### src/rtl/muldiv_pkg.sv
// Shared types for the multiply/divide execution element: op encodings, FSM states
// and small op-classification helpers.
package muldiv_pkg;

    typedef enum logic [2:0] {
        OP_MUL    = 3'd0,
        OP_MULH   = 3'd1,
        OP_MULHSU = 3'd2,
        OP_MULHU  = 3'd3,
        OP_DIV    = 3'd4,
        OP_DIVU   = 3'd5,
        OP_REM    = 3'd6,
        OP_REMU   = 3'd7
    } muldiv_op_t;

    typedef enum logic [2:0] {
        ST_IDLE     = 3'd0,
        ST_MUL_PIPE = 3'd1,
        ST_DIV_PREP = 3'd2,
        ST_DIV_ITER = 3'd3,
        ST_DIV_FIX  = 3'd4
    } muldiv_state_t;

    function automatic logic is_div_op(input muldiv_op_t op);
        return op[2];
    endfunction

    function automatic logic is_signed_div(input muldiv_op_t op);
        return (op == OP_DIV) || (op == OP_REM);
    endfunction

    function automatic logic is_rem_op(input muldiv_op_t op);
        return (op == OP_REM) || (op == OP_REMU);
    endfunction

    function automatic logic is_mul_high(input muldiv_op_t op);
        return (op == OP_MULH) || (op == OP_MULHSU) || (op == OP_MULHU);
    endfunction

endpackage

### src/rtl/iter_divider.sv
// Unsigned restoring divider core, DIV_BITS quotient bits per cycle. The first
// step is folded into the load cycle, so results are valid WIDTH/DIV_BITS edges after load.
module iter_divider #(
    parameter int WIDTH    = 32,
    parameter int DIV_BITS = 1
) (
    input  logic             clk,
    input  logic             rst_n,
    input  logic             load,
    input  logic [WIDTH-1:0] dividend,
    input  logic [WIDTH-1:0] divisor,
    output logic [WIDTH-1:0] quotient,
    output logic [WIDTH-1:0] remainder,
    output logic             valid
);

    localparam int ITERS = WIDTH / DIV_BITS;
    localparam int CNT_W = $clog2(ITERS + 1);
    localparam logic [CNT_W-1:0] CNT_INIT = CNT_W'(ITERS - 1);

    logic [WIDTH-1:0] quo_q, quo_d;
    logic [WIDTH-1:0] rem_q, rem_d;
    logic [WIDTH-1:0] dsr_q, dsr_d;
    logic [CNT_W-1:0] cnt_q, cnt_d;

    function automatic logic [2*WIDTH-1:0] div_step(input logic [WIDTH-1:0] rem_in,
                                                    input logic [WIDTH-1:0] quo_in,
                                                    input logic [WIDTH-1:0] dsr);
        logic [WIDTH:0]   r;
        logic [WIDTH-1:0] rem;
        logic [WIDTH-1:0] quo;
        rem = rem_in;
        quo = quo_in;
        for (int i = 0; i < DIV_BITS; i++) begin
            r   = {rem, quo[WIDTH-1]};
            quo = {quo[WIDTH-2:0], 1'b0};
            if (r >= {1'b0, dsr}) begin
                r      = r - {1'b0, dsr};
                quo[0] = 1'b1;
            end
            rem = r[WIDTH-1:0];
        end
        return {rem, quo};
    endfunction

    always_comb begin
        quo_d = quo_q;
        rem_d = rem_q;
        dsr_d = dsr_q;
        cnt_d = cnt_q;
        if (load) begin
            {rem_d, quo_d} = div_step('0, dividend, divisor);
            dsr_d          = divisor;
            cnt_d          = CNT_INIT;
        end else if (cnt_q != '0) begin
            {rem_d, quo_d} = div_step(rem_q, quo_q, dsr_q);
            cnt_d          = cnt_q - 1'b1;
        end
    end

    always_ff @(posedge clk or negedge rst_n) begin
        if (!rst_n) begin
            quo_q <= '0;
            rem_q <= '0;
            dsr_q <= '0;
            cnt_q <= '0;
        end else begin
            quo_q <= quo_d;
            rem_q <= rem_d;
            dsr_q <= dsr_d;
            cnt_q <= cnt_d;
        end
    end

    assign quotient  = quo_q;
    assign remainder = rem_q;
    assign valid     = (cnt_q == '0);

endmodule

### src/rtl/muldiv_exec_element.sv
// Multi-cycle multiply/divide element: pipelined multiplier, iterative divider with
// b==0 / signed-overflow fast paths, start/busy/done handshake and flush abort.
module muldiv_exec_element
    import muldiv_pkg::*;
#(
    parameter int WIDTH      = 32,
    parameter int MUL_STAGES = 2,
    parameter int DIV_BITS   = 1
) (
    input  logic             clk,
    input  logic             reset,
    input  logic             start,
    input  muldiv_op_t       op,
    input  logic [WIDTH-1:0] a,
    input  logic [WIDTH-1:0] b,
    input  logic             flush,
    output logic             busy,
    output logic             done,
    output logic [WIDTH-1:0] result,
    output logic             div_by_zero,
    output muldiv_state_t    dbg_state
);

    // Handshake: start is taken on a rising edge only when busy == 0 and flush == 0;
    // done pulses for exactly one cycle with result/div_by_zero valid and busy already low.

    localparam logic [WIDTH-1:0] MIN_VAL = {1'b1, {(WIDTH-1){1'b0}}};
    localparam logic [WIDTH-1:0] ONES    = '1;

    muldiv_state_t    state_q, state_d;
    muldiv_op_t       op_q, op_d;
    logic [WIDTH-1:0] a_q, a_d, b_q, b_d;
    logic [WIDTH-1:0] result_q, result_d;
    logic             done_q, done_d;
    logic             dbz_q, dbz_d;
    logic             accept, div_load;

    logic [MUL_STAGES:0]  mul_vld_q, mul_vld_d;
    logic [2*WIDTH-1:0]   prod_q [MUL_STAGES];
    logic [2*WIDTH-1:0]   a_ext, b_ext, prod_c;
    logic [WIDTH-1:0]     mul_result;

    logic             div_signed, b_zero, ovf, fast;
    logic             a_neg, b_neg;
    logic [WIDTH-1:0] a_mag, b_mag;
    logic [WIDTH-1:0] fix_q, fix_r, div_result;
    logic [WIDTH-1:0] div_quo, div_rem;
    logic             div_valid;

    // Sign-extending into 2*WIDTH makes a plain truncated product correct for all signedness mixes.
    always_comb begin
        a_ext  = {{WIDTH{((op_q == OP_MULH) || (op_q == OP_MULHSU)) & a_q[WIDTH-1]}}, a_q};
        b_ext  = {{WIDTH{(op_q == OP_MULH) & b_q[WIDTH-1]}}, b_q};
        prod_c = a_ext * b_ext;
        mul_result = is_mul_high(op_q) ? prod_q[MUL_STAGES-1][2*WIDTH-1:WIDTH]
                                       : prod_q[MUL_STAGES-1][WIDTH-1:0];
    end

    always_comb begin
        div_signed = is_signed_div(op_q);
        b_zero     = (b_q == '0);
        ovf        = div_signed && (a_q == MIN_VAL) && (b_q == ONES);
        fast       = b_zero || ovf;
        a_neg      = div_signed & a_q[WIDTH-1];
        b_neg      = div_signed & b_q[WIDTH-1];
        a_mag      = a_neg ? -a_q : a_q;
        b_mag      = b_neg ? -b_q : b_q;
        fix_q      = (a_neg ^ b_neg) ? -div_quo : div_quo;
        fix_r      = a_neg ? -div_rem : div_rem;
        if (b_zero) begin
            fix_q = ONES;
            fix_r = a_q;
        end else if (ovf) begin
            fix_q = MIN_VAL;
            fix_r = '0;
        end
        div_result = is_rem_op(op_q) ? fix_r : fix_q;
    end

    iter_divider #(
        .WIDTH    (WIDTH),
        .DIV_BITS (DIV_BITS)
    ) u_div (
        .clk       (clk),
        .rst_n     (reset),
        .load      (div_load),
        .dividend  (a_mag),
        .divisor   (b_mag),
        .quotient  (div_quo),
        .remainder (div_rem),
        .valid     (div_valid)
    );

    always_comb begin
        state_d  = state_q;
        result_d = result_q;
        dbz_d    = dbz_q;
        done_d   = 1'b0;
        accept   = 1'b0;
        div_load = 1'b0;
        case (state_q)
            ST_IDLE: begin
                if (start) begin
                    accept  = 1'b1;
                    state_d = is_div_op(op) ? ST_DIV_PREP : ST_MUL_PIPE;
                end
            end
            ST_MUL_PIPE: begin
                if (mul_vld_q[MUL_STAGES]) begin
                    state_d  = ST_IDLE;
                    done_d   = 1'b1;
                    result_d = mul_result;
                    dbz_d    = 1'b0;
                end
            end
            ST_DIV_PREP: begin
                if (fast) begin
                    state_d = ST_DIV_FIX;
                end else begin
                    state_d  = ST_DIV_ITER;
                    div_load = 1'b1;
                end
            end
            ST_DIV_ITER: begin
                if (div_valid) state_d = ST_DIV_FIX;
            end
            ST_DIV_FIX: begin
                state_d  = ST_IDLE;
                done_d   = 1'b1;
                result_d = div_result;
                dbz_d    = b_zero;
            end
            default: state_d = ST_IDLE;
        endcase
        // Flush overrides everything, including a start in IDLE and a completing op.
        if (flush) begin
            state_d  = ST_IDLE;
            result_d = result_q;
            dbz_d    = dbz_q;
            done_d   = 1'b0;
            accept   = 1'b0;
            div_load = 1'b0;
        end
        op_d      = accept ? op : op_q;
        a_d       = accept ? a : a_q;
        b_d       = accept ? b : b_q;
        mul_vld_d = flush ? '0 : {mul_vld_q[MUL_STAGES-1:0], accept & ~is_div_op(op)};
    end

    always_ff @(posedge clk or negedge reset) begin
        if (!reset) begin
            state_q   <= ST_IDLE;
            op_q      <= OP_MUL;
            a_q       <= '0;
            b_q       <= '0;
            result_q  <= '0;
            done_q    <= 1'b0;
            dbz_q     <= 1'b0;
            mul_vld_q <= '0;
            for (int k = 0; k < MUL_STAGES; k++) prod_q[k] <= '0;
        end else begin
            state_q   <= state_d;
            op_q      <= op_d;
            a_q       <= a_d;
            b_q       <= b_d;
            result_q  <= result_d;
            done_q    <= done_d;
            dbz_q     <= dbz_d;
            mul_vld_q <= mul_vld_d;
            prod_q[0] <= prod_c;
            for (int k = 1; k < MUL_STAGES; k++) prod_q[k] <= prod_q[k-1];
        end
    end

    assign busy        = (state_q != ST_IDLE);
    assign done        = done_q;
    assign result      = result_q;
    assign div_by_zero = dbz_q;
    assign dbg_state   = state_q;

endmodule
### config.mk
export PLATFORM = sky130hd
export DESIGN_NAME = muldiv_exec_element
export DESIGN_NICKNAME = d
export VERILOG_FILES = /design/src/rtl/muldiv_pkg.sv /design/src/rtl/iter_divider.sv /design/src/rtl/muldiv_exec_element.sv
export SDC_FILE = /design/constraint.sdc
export NUM_CORES = 2
export LEC_CHECK = 0
export CAP_MARGIN = 0
export CELL_PAD_IN_SITES_DETAIL_PLACEMENT = 1
export CELL_PAD_IN_SITES_GLOBAL_PLACEMENT = 1
export CORE_ASPECT_RATIO = 1.5
export CORE_UTILIZATION = 35
export CTS_BUF_LIST = sky130_fd_sc_hd__clkbuf_8
export DETAILED_ROUTE_END_ITERATION = 10
export MAX_ROUTING_LAYER = met4
export PLACE_DENSITY = 0.72
export SLEW_MARGIN = 5
export SYNTH_ARGS = -nofsm -noshare
export SYNTH_HDL_FRONTEND = slang
export SYNTH_SLANG_ARGS = --single-unit
### constraint.sdc
create_clock -name clk -period 13.8 [get_ports clk]
set_input_delay 3.45 -clock clk [delete_from_list [all_inputs] [get_ports clk]]
set_output_delay 3.45 -clock clk [all_outputs]
set_load 0.01 [all_outputs]
Yosys cells after proc, flatten, opt, wreduce, memory -nomap -nowiden
Cells that the tools add are included.
{"block": "classes", "n_addsub": 7, "multipliers": 1, "order_cmp": 2, "eq_ne": 16, "mux": 41, "bitwise_logic": 8, "n_reduce_logical": 16}
{"operator": "32-bit 2-to-1 mux", "count": 17}
{"operator": "32-bit negator", "count": 4}
{"operator": "32-bit == test, second input constant", "count": 2}
{"operator": "33-bit by 33-bit multiplier with 64-bit output", "count": 1}
{"operator": "32-bit one-hot mux with 2 select lines", "count": 1}
{"operator": "33-bit by 32-bit >= comparator with 1-bit output", "count": 1}
{"operator": "1-bit by 32-bit >= comparator with 1-bit output", "count": 1}
{"operator": "32-bit zero test", "count": 1}
{"operator": "1-bit by 32-bit subtractor with 32-bit output", "count": 1}
{"operator": "32-bit subtractor", "count": 1}
{"operator": "3-bit 2-to-1 mux", "count": 6}
{"operator": "3-bit by 2-bit == test with 1-bit output, second input constant", "count": 4}
{"operator": "3-bit == test, second input constant", "count": 4}
{"operator": "6-bit 2-to-1 mux", "count": 2}
{"operator": "3-bit one-hot mux with 4 select lines", "count": 1}
{"operator": "1-bit 2-to-1 mux", "count": 11}
{"operator": "3-bit != test, second input constant", "count": 3}
{"operator": "3-bit by 1-bit == test with 1-bit output, second input constant", "count": 2}
{"operator": "6-bit zero test", "count": 1}
{"operator": "3-bit AND reduction", "count": 2}
{"operator": "6-bit nonzero test", "count": 1}
{"operator": "6-bit by 1-bit subtractor with 6-bit output, second input constant", "count": 1}
{"operator": "1-bit AND", "count": 5}
{"operator": "1-bit logical OR", "count": 5}
{"operator": "9 further kinds", "count": 13}
{"block": "word_totals", "register_bits": 337, "in_bits": 71, "output_inout_bits": 38, "wordCells": 105}

Depth between registers and ports, before layout
{"block": "logic_depth", "word_depth": 9, "ltp_mapped": 32, "depth_no_buf": 29}

Cells and area by module
From an unflattened synthesis, not the netlist that was laid out.
{"block": "hier_totals", "cells_unflattened": 6087, "hier_area_um2": 55961.2}
{"module": "muldiv_exec_element", "n_inst": 1, "cells_per_inst": 5331, "area_per_inst_um2": 49454.9, "seq_area_each_um2": 5880.6}
{"module": "iter_divider", "n_inst": 1, "cells_per_inst": 756, "area_per_inst_um2": 6506.2, "seq_area_each_um2": 2552.4}

Worst setup path after synthesis
Ideal clock, no wire load.
{"block": "synth_path", "kind": "register to register", "start": "reg a_q[31]", "end": "reg prod_q[127] in the netlist's numbering", "arrival_time_ns": 8.613, "slack_ns": 5.062, "stages_incl_launch_ff": 29, "n_path_buf": 2, "cell_sequence": "dfrtp_1 clkbuf_1 nor3b_1 clkbuf_1 nand2_1 fa_1 fa_1 inv_1 fa_1 inv_1 fa_1 inv_1 fa_1 fa_1 fa_1 inv_1 fa_1 inv_1 ha_1 and2_1 a22o_1 o21ai_0 nand2_1 and3_1 a221o_1 a211oi_1 or2_2 o21ai_0 xnor2_1"}
{"block": "synth_via", "elab_chain_len": 2}
{"item": "from (decl)", "line": "muldiv_exec_element.sv:32", "text": "logic [WIDTH-1:0] a_q, a_d, b_q, b_d;"}
{"item": "from (signal assigned)", "line": "muldiv_exec_element.sv:154", "text": "a_q <= '0;"}
{"item": "from (signal assigned)", "line": "muldiv_exec_element.sv:164", "text": "a_q <= a_d;"}
{"item": "1-bit AND", "line": "muldiv_exec_element.sv:52", "text": "a_ext = {{WIDTH{((op_q == OP_MULH) || (op_q == OP_MULHSU)) & a_q[WIDTH-1]}}, a_q};"}
{"item": "33-bit by 33-bit multiplier with 64-bit output (*)", "line": "muldiv_exec_element.sv:54", "text": "prod_c = a_ext * b_ext;"}
{"item": "via prod_c[63]", "line": "muldiv_exec_element.sv:40", "text": "logic [2*WIDTH-1:0] a_ext, b_ext, prod_c;"}
{"item": "to (decl)", "line": "muldiv_exec_element.sv:39", "text": "logic [2*WIDTH-1:0] prod_q [MUL_STAGES];"}
Mark *: on every way through the listed nets, which the timed path passes. The rest lies on a longest branch.
A chain may end at the register's enable or synchronous reset.

Worst setup path in the final report
{"block": "layout_path", "start": "reg op_q[1]", "end": "reg prod_q[127] in the netlist's numbering"}
{"block": "layout_via", "elab_chain_len": 4, "word_cells_on_any_way": 6, "classes_between": "mul: 1; eq/ne: 2; bitwise: 2; reduce/logical: 1"}
{"item": "from (decl)", "line": "muldiv_exec_element.sv:31", "text": "muldiv_op_t op_q, op_d;"}
{"item": "from (signal assigned)", "line": "muldiv_exec_element.sv:163", "text": "op_q <= op_d;"}
{"item": "3-bit by 1-bit == test with 1-bit output or 3-bit by 2-bit == test with 1-bit output (tied branches)", "line": "muldiv_exec_element.sv:52, muldiv_exec_element.sv:53"}
{"item": "1-bit logical OR", "line": "muldiv_exec_element.sv:52"}
{"item": "1-bit AND", "line": "muldiv_exec_element.sv:52"}
{"item": "33-bit by 33-bit multiplier with 64-bit output (*)", "line": "muldiv_exec_element.sv:54"}
{"item": "via prod_c[63]", "line": "muldiv_exec_element.sv:40"}
Marks and branches as above.

==> results.sh <==
export IMPL_whs_path_depth=0
export IMPL_path_class="reg -> reg"
export IMPL_cts_inserted_buffers=50
export IMPL_dpl_cell_count=8160
export IMPL_required_ps=14350
export IMPL_place_gp_congestion=0.963
export IMPL_final_net_count=7581
export IMPL_antenna_violations_before_repair=10
export IMPL_timing_final_max_slew_violations=0
export IMPL_finalWorstSetupSlack_ps=3840
export IMPL_placeable_core_area_um2=159000
export IMPL_detailed_place_hpwl_mm=161
export IMPL_buffers_added_on_ports=108
export IMPL_initial_cell_density_of_the_core_pct=35.4
export IMPL_ys_dominant_reg_cell="sky130_fd_sc_hd__dfrtp_1"
export IMPL_gr_total_overflow=0
export IMPL_layout_cell_share_with_drive_strength_beyond_1_pct=5.57
export IMPL_cts_path_max_buffers=3
export IMPL_layout_commonest_cell="sky130_fd_sc_hd__inv_1"
export IMPL_synthesis_yosys_warnings=0
export IMPL_synth_net_count=7694
export IMPL_hp_class="reg -> reg"
export IMPL_setup_viol=0
export IMPL_grt_setup_unrepaired="no"
export IMPL_critical_path_slowest_cell="sky130_fd_sc_hd__fa_1"
export IMPL_drt_iter0_markers=2723
export IMPL_ys_seq_area_share_pct=15.0
export IMPL_floorplan_die_height_um=493
export IMPL_drt_drc_violations_left=0
export IMPL_routed_via_count=44200
export IMPL_grt_first_pass_wirelength_mm=317
export IMPL_outcome="complete, no violations"
export IMPL_netlist_area_um2=56300
export IMPL_die_area_um2=163000
export IMPL_worst_slew_margin_rel_pct=18.1
export IMPL_synth_area_per_cell_um2=9.02
export IMPL_layout_cells_most_common_list="sky130_fd_sc_hd__inv_1 (1256), sky130_fd_sc_hd__fa_1 (1126), sky130_fd_sc_hd__nand2_1 (1029), sky130_fd_sc_hd__and2_1 (338), sky130_fd_sc_hd__dfrtp_1 (329)"
export IMPL_fmax_ghz=0.100
export IMPL_period_share_pct=72.1
export IMPL_report_final_hold_viol_count=0
export IMPL_num_rows=179
export IMPL_htreeDepth=2
export IMPL_grt_use_total_pct=27.2
export IMPL_tritoncts="built"
export IMPL_cp_max_fo=31
export IMPL_asyncSetResetFlopFracSynth_pct=100
export IMPL_final_design_area_no_fill_um2=60600
export IMPL_wl_per_cell_um=25.5
export IMPL_fin_worst_skew_ps=77.6
export IMPL_slowest_delay_ps=1060
export IMPL_pin_count=109
export IMPL_nFillCells=18400
export IMPL_post_synth_inst_count=6244
export IMPL_antenna_violating_nets_post_route=0
export IMPL_startpoint_class_of_the_critical_path="flip-flop"
export IMPL_cts_resized=0
export IMPL_postSynthRegisterBits=337
export IMPL_number_of_vias_per_cell_after_detailed_routing=5.36
export IMPL_totalWireLength_mm=211
export IMPL_setup_fix_buffers_added_after_clock_tree_synthesis=0
export IMPL_worst_slew_pin_slew_ps=1220
export IMPL_cts_hold_buffers=0
export IMPL_grt_pass1_vias=50400
export IMPL_yosysUniqueCellTypes=89
export IMPL_clock_network_latency_to_the_later_pin_of_the_worst_skew_pair_ps=730
export IMPL_worst_endpoint_arrival_ps=10510
export IMPL_ctsRootBufferMaster="sky130_fd_sc_hd__clkbuf_8"
export IMPL_areaGrowthSynthToFinish_pct=7.60
export IMPL_timing_max_cap_violations=0
export IMPL_worst_setup_hold_path_clk_slew_ps=80
export IMPL_synth_edf_count=0
export IMPL_finalSetupTns_ps=0
export IMPL_final_cell_count_no_fill=8257
export IMPL_r2r_worst_path_cells=30
export IMPL_preCtsSetupSlack_ps=3880
export IMPL_grt_max_degree=90
export IMPL_tritonroute_pass_1_iters=5
export IMPL_clock_sinks=337
export IMPL_dieWidth_um=330
export IMPL_nature_of_the_critical_path_endpoint="flip-flop"
export IMPL_placement_cell_area_um2=59400
export IMPL_cpMostUsedCell="sky130_fd_sc_hd__fa_1"
export IMPL_finalWorstPathRequiredPeriod_ps=9960
logic make-up after synthesis:
family | Yosys count | synth area share [%]
simple gates | 1868 | 15.2
buf+inv | 1642 | 11.0
fa+ha+maj | 1379 | 45.6
compound gates | 703 | 7.95
flops | 337 | 15.0
xor+xnor | 221 | 3.44
mux | 94 | 1.83
path summary, 6_finish.rpt:
path	from	slack, ps	to
setup reg to reg	op_q[1]	3840	prod_q[127]
setup / recovery	op_q[1]	3840	prod_q[127]
hold reg to reg	prod_q[108]	320	prod_q[44]
hold / removal	prod_q[108]	320	prod_q[44]
max in group asynchronous	reset	8680	prod_q[27]
min in group asynchronous	reset	2750	u_div.cnt_q[1]
critical path, delay by kind of cell (launching register included):
family / cells / cell delay [ps]
buffers and inverters: 8 / 1340
adders and majority gates: 9 / 5380
DFF: 1 / 450
AOI/OAI and AO/OA: 5 / 1220
and+or+nand+nor: 6 / 950
xor gates and xnor gates: 2 / 430
flip-flops by register name (all words and copies together) (netlist names):
register / cells
dbg_state: 3
div_by_zero: 1
u_div.quotient: 32
u_div.dsr_q: 32
prod_q: 128
b_q: 32
a_q: 32
op_q: 3
done: 1
u_div.cnt_q: 6
mul_vld_q: 3
result: 32
u_div.remainder: 32
final cells by class:
| type | instances | area (µm²) | area share, % |
|---|---|---|---|
| diodes | 5 | 12.5 | 0.0206 |
| clock inverters | 30 | 288 | 0.475 |
| inverters | 1251 | 4700 | 7.75 |
| flip-flops and latches | 337 | 8440 | 13.9 |
| clock buffers | 62 | 853 | 1.41 |
| multi-input cells | 4265 | 41700 | 68.9 |
| repair buffers | 226 | 1970 | 3.25 |
| well taps | 2081 | 2600 | 4.30 |
through the flow:
| step | utilization (%) | hold slack [ps] |
|---|---|---|
| 6_report | 38.1 | 325 |
| 5_1_grt | 38.1 | 339 |
| 4_1_cts | 38.0 | 339 |
| 3_5_place_dp | 37.3 | 336 |
| 3_3_place_gp | 37.3 | 331 |
| 2_1_floorplan | - | 331 |
metal layers:
layer	up-vias	share of wire, %	track usage (%)
met5	-	0	-
met4	0	8.4	18.4
met3	692	4.8	2.66
met2	1582	52	48.1
met1	23300	35	28.4
li1	18600	-	-
synth_stat cells, types with 5 or more instances:
cell / count / share of area [%]
sky130_fd_sc_hd__a31oi_1: 55 / 0.61
sky130_fd_sc_hd__nand3_1: 42 / 0.37
sky130_fd_sc_hd__a2111oi_0: 5 / 0.078
sky130_fd_sc_hd__o221ai_1: 6 / 0.093
sky130_fd_sc_hd__o211ai_1: 10 / 0.13
sky130_fd_sc_hd__o21bai_1: 9 / 0.12
sky130_fd_sc_hd__fa_1: 1126 / 40
sky130_fd_sc_hd__xnor2_1: 160 / 2.5
sky130_fd_sc_hd__a21o_1: 42 / 0.56
sky130_fd_sc_hd__a22o_1: 5 / 0.078
sky130_fd_sc_hd__o21ai_0: 195 / 1.7
sky130_fd_sc_hd__nor4_1: 22 / 0.24
sky130_fd_sc_hd__and2_1: 338 / 3.8
sky130_fd_sc_hd__a211oi_1: 16 / 0.21
sky130_fd_sc_hd__o21a_1: 20 / 0.27
sky130_fd_sc_hd__nand2_1: 1030 / 6.9
sky130_fd_sc_hd__or3_1: 28 / 0.31
sky130_fd_sc_hd__nor3b_1: 5 / 0.067
sky130_fd_sc_hd__dfrtp_1: 337 / 15
sky130_fd_sc_hd__buf_1: 77 / 0.51
sky130_fd_sc_hd__or4_1: 16 / 0.21
sky130_fd_sc_hd__nor2_1: 228 / 1.5
sky130_fd_sc_hd__nor2b_1: 15 / 0.17
sky130_fd_sc_hd__ha_1: 253 / 5.6
sky130_fd_sc_hd__a21oi_1: 203 / 1.8
sky130_fd_sc_hd__or2_2: 14 / 0.16
sky130_fd_sc_hd__o41ai_1: 14 / 0.22
sky130_fd_sc_hd__o31ai_1: 25 / 0.33
sky130_fd_sc_hd__mux2_2: 72 / 1.4
sky130_fd_sc_hd__clkbuf_1: 306 / 2.0
sky130_fd_sc_hd__buf_2: 5 / 0.044
sky130_fd_sc_hd__a211oi_2: 18 / 0.40
sky130_fd_sc_hd__and3_1: 17 / 0.19
sky130_fd_sc_hd__a41oi_1: 5 / 0.078
sky130_fd_sc_hd__xor2_1: 61 / 0.95
sky130_fd_sc_hd__nand2b_1: 14 / 0.16
sky130_fd_sc_hd__nor3_1: 46 / 0.41
sky130_fd_sc_hd__mux2i_1: 22 / 0.39
sky130_fd_sc_hd__inv_1: 1250 / 8.3
sky130_fd_sc_hd__a221oi_1: 17 / 0.26
sky130_fd_sc_hd__nand4_1: 25 / 0.28
Power is not shown: default switching activity piles up to over one toggle a cycle in this logic, so the estimate is an artifact.
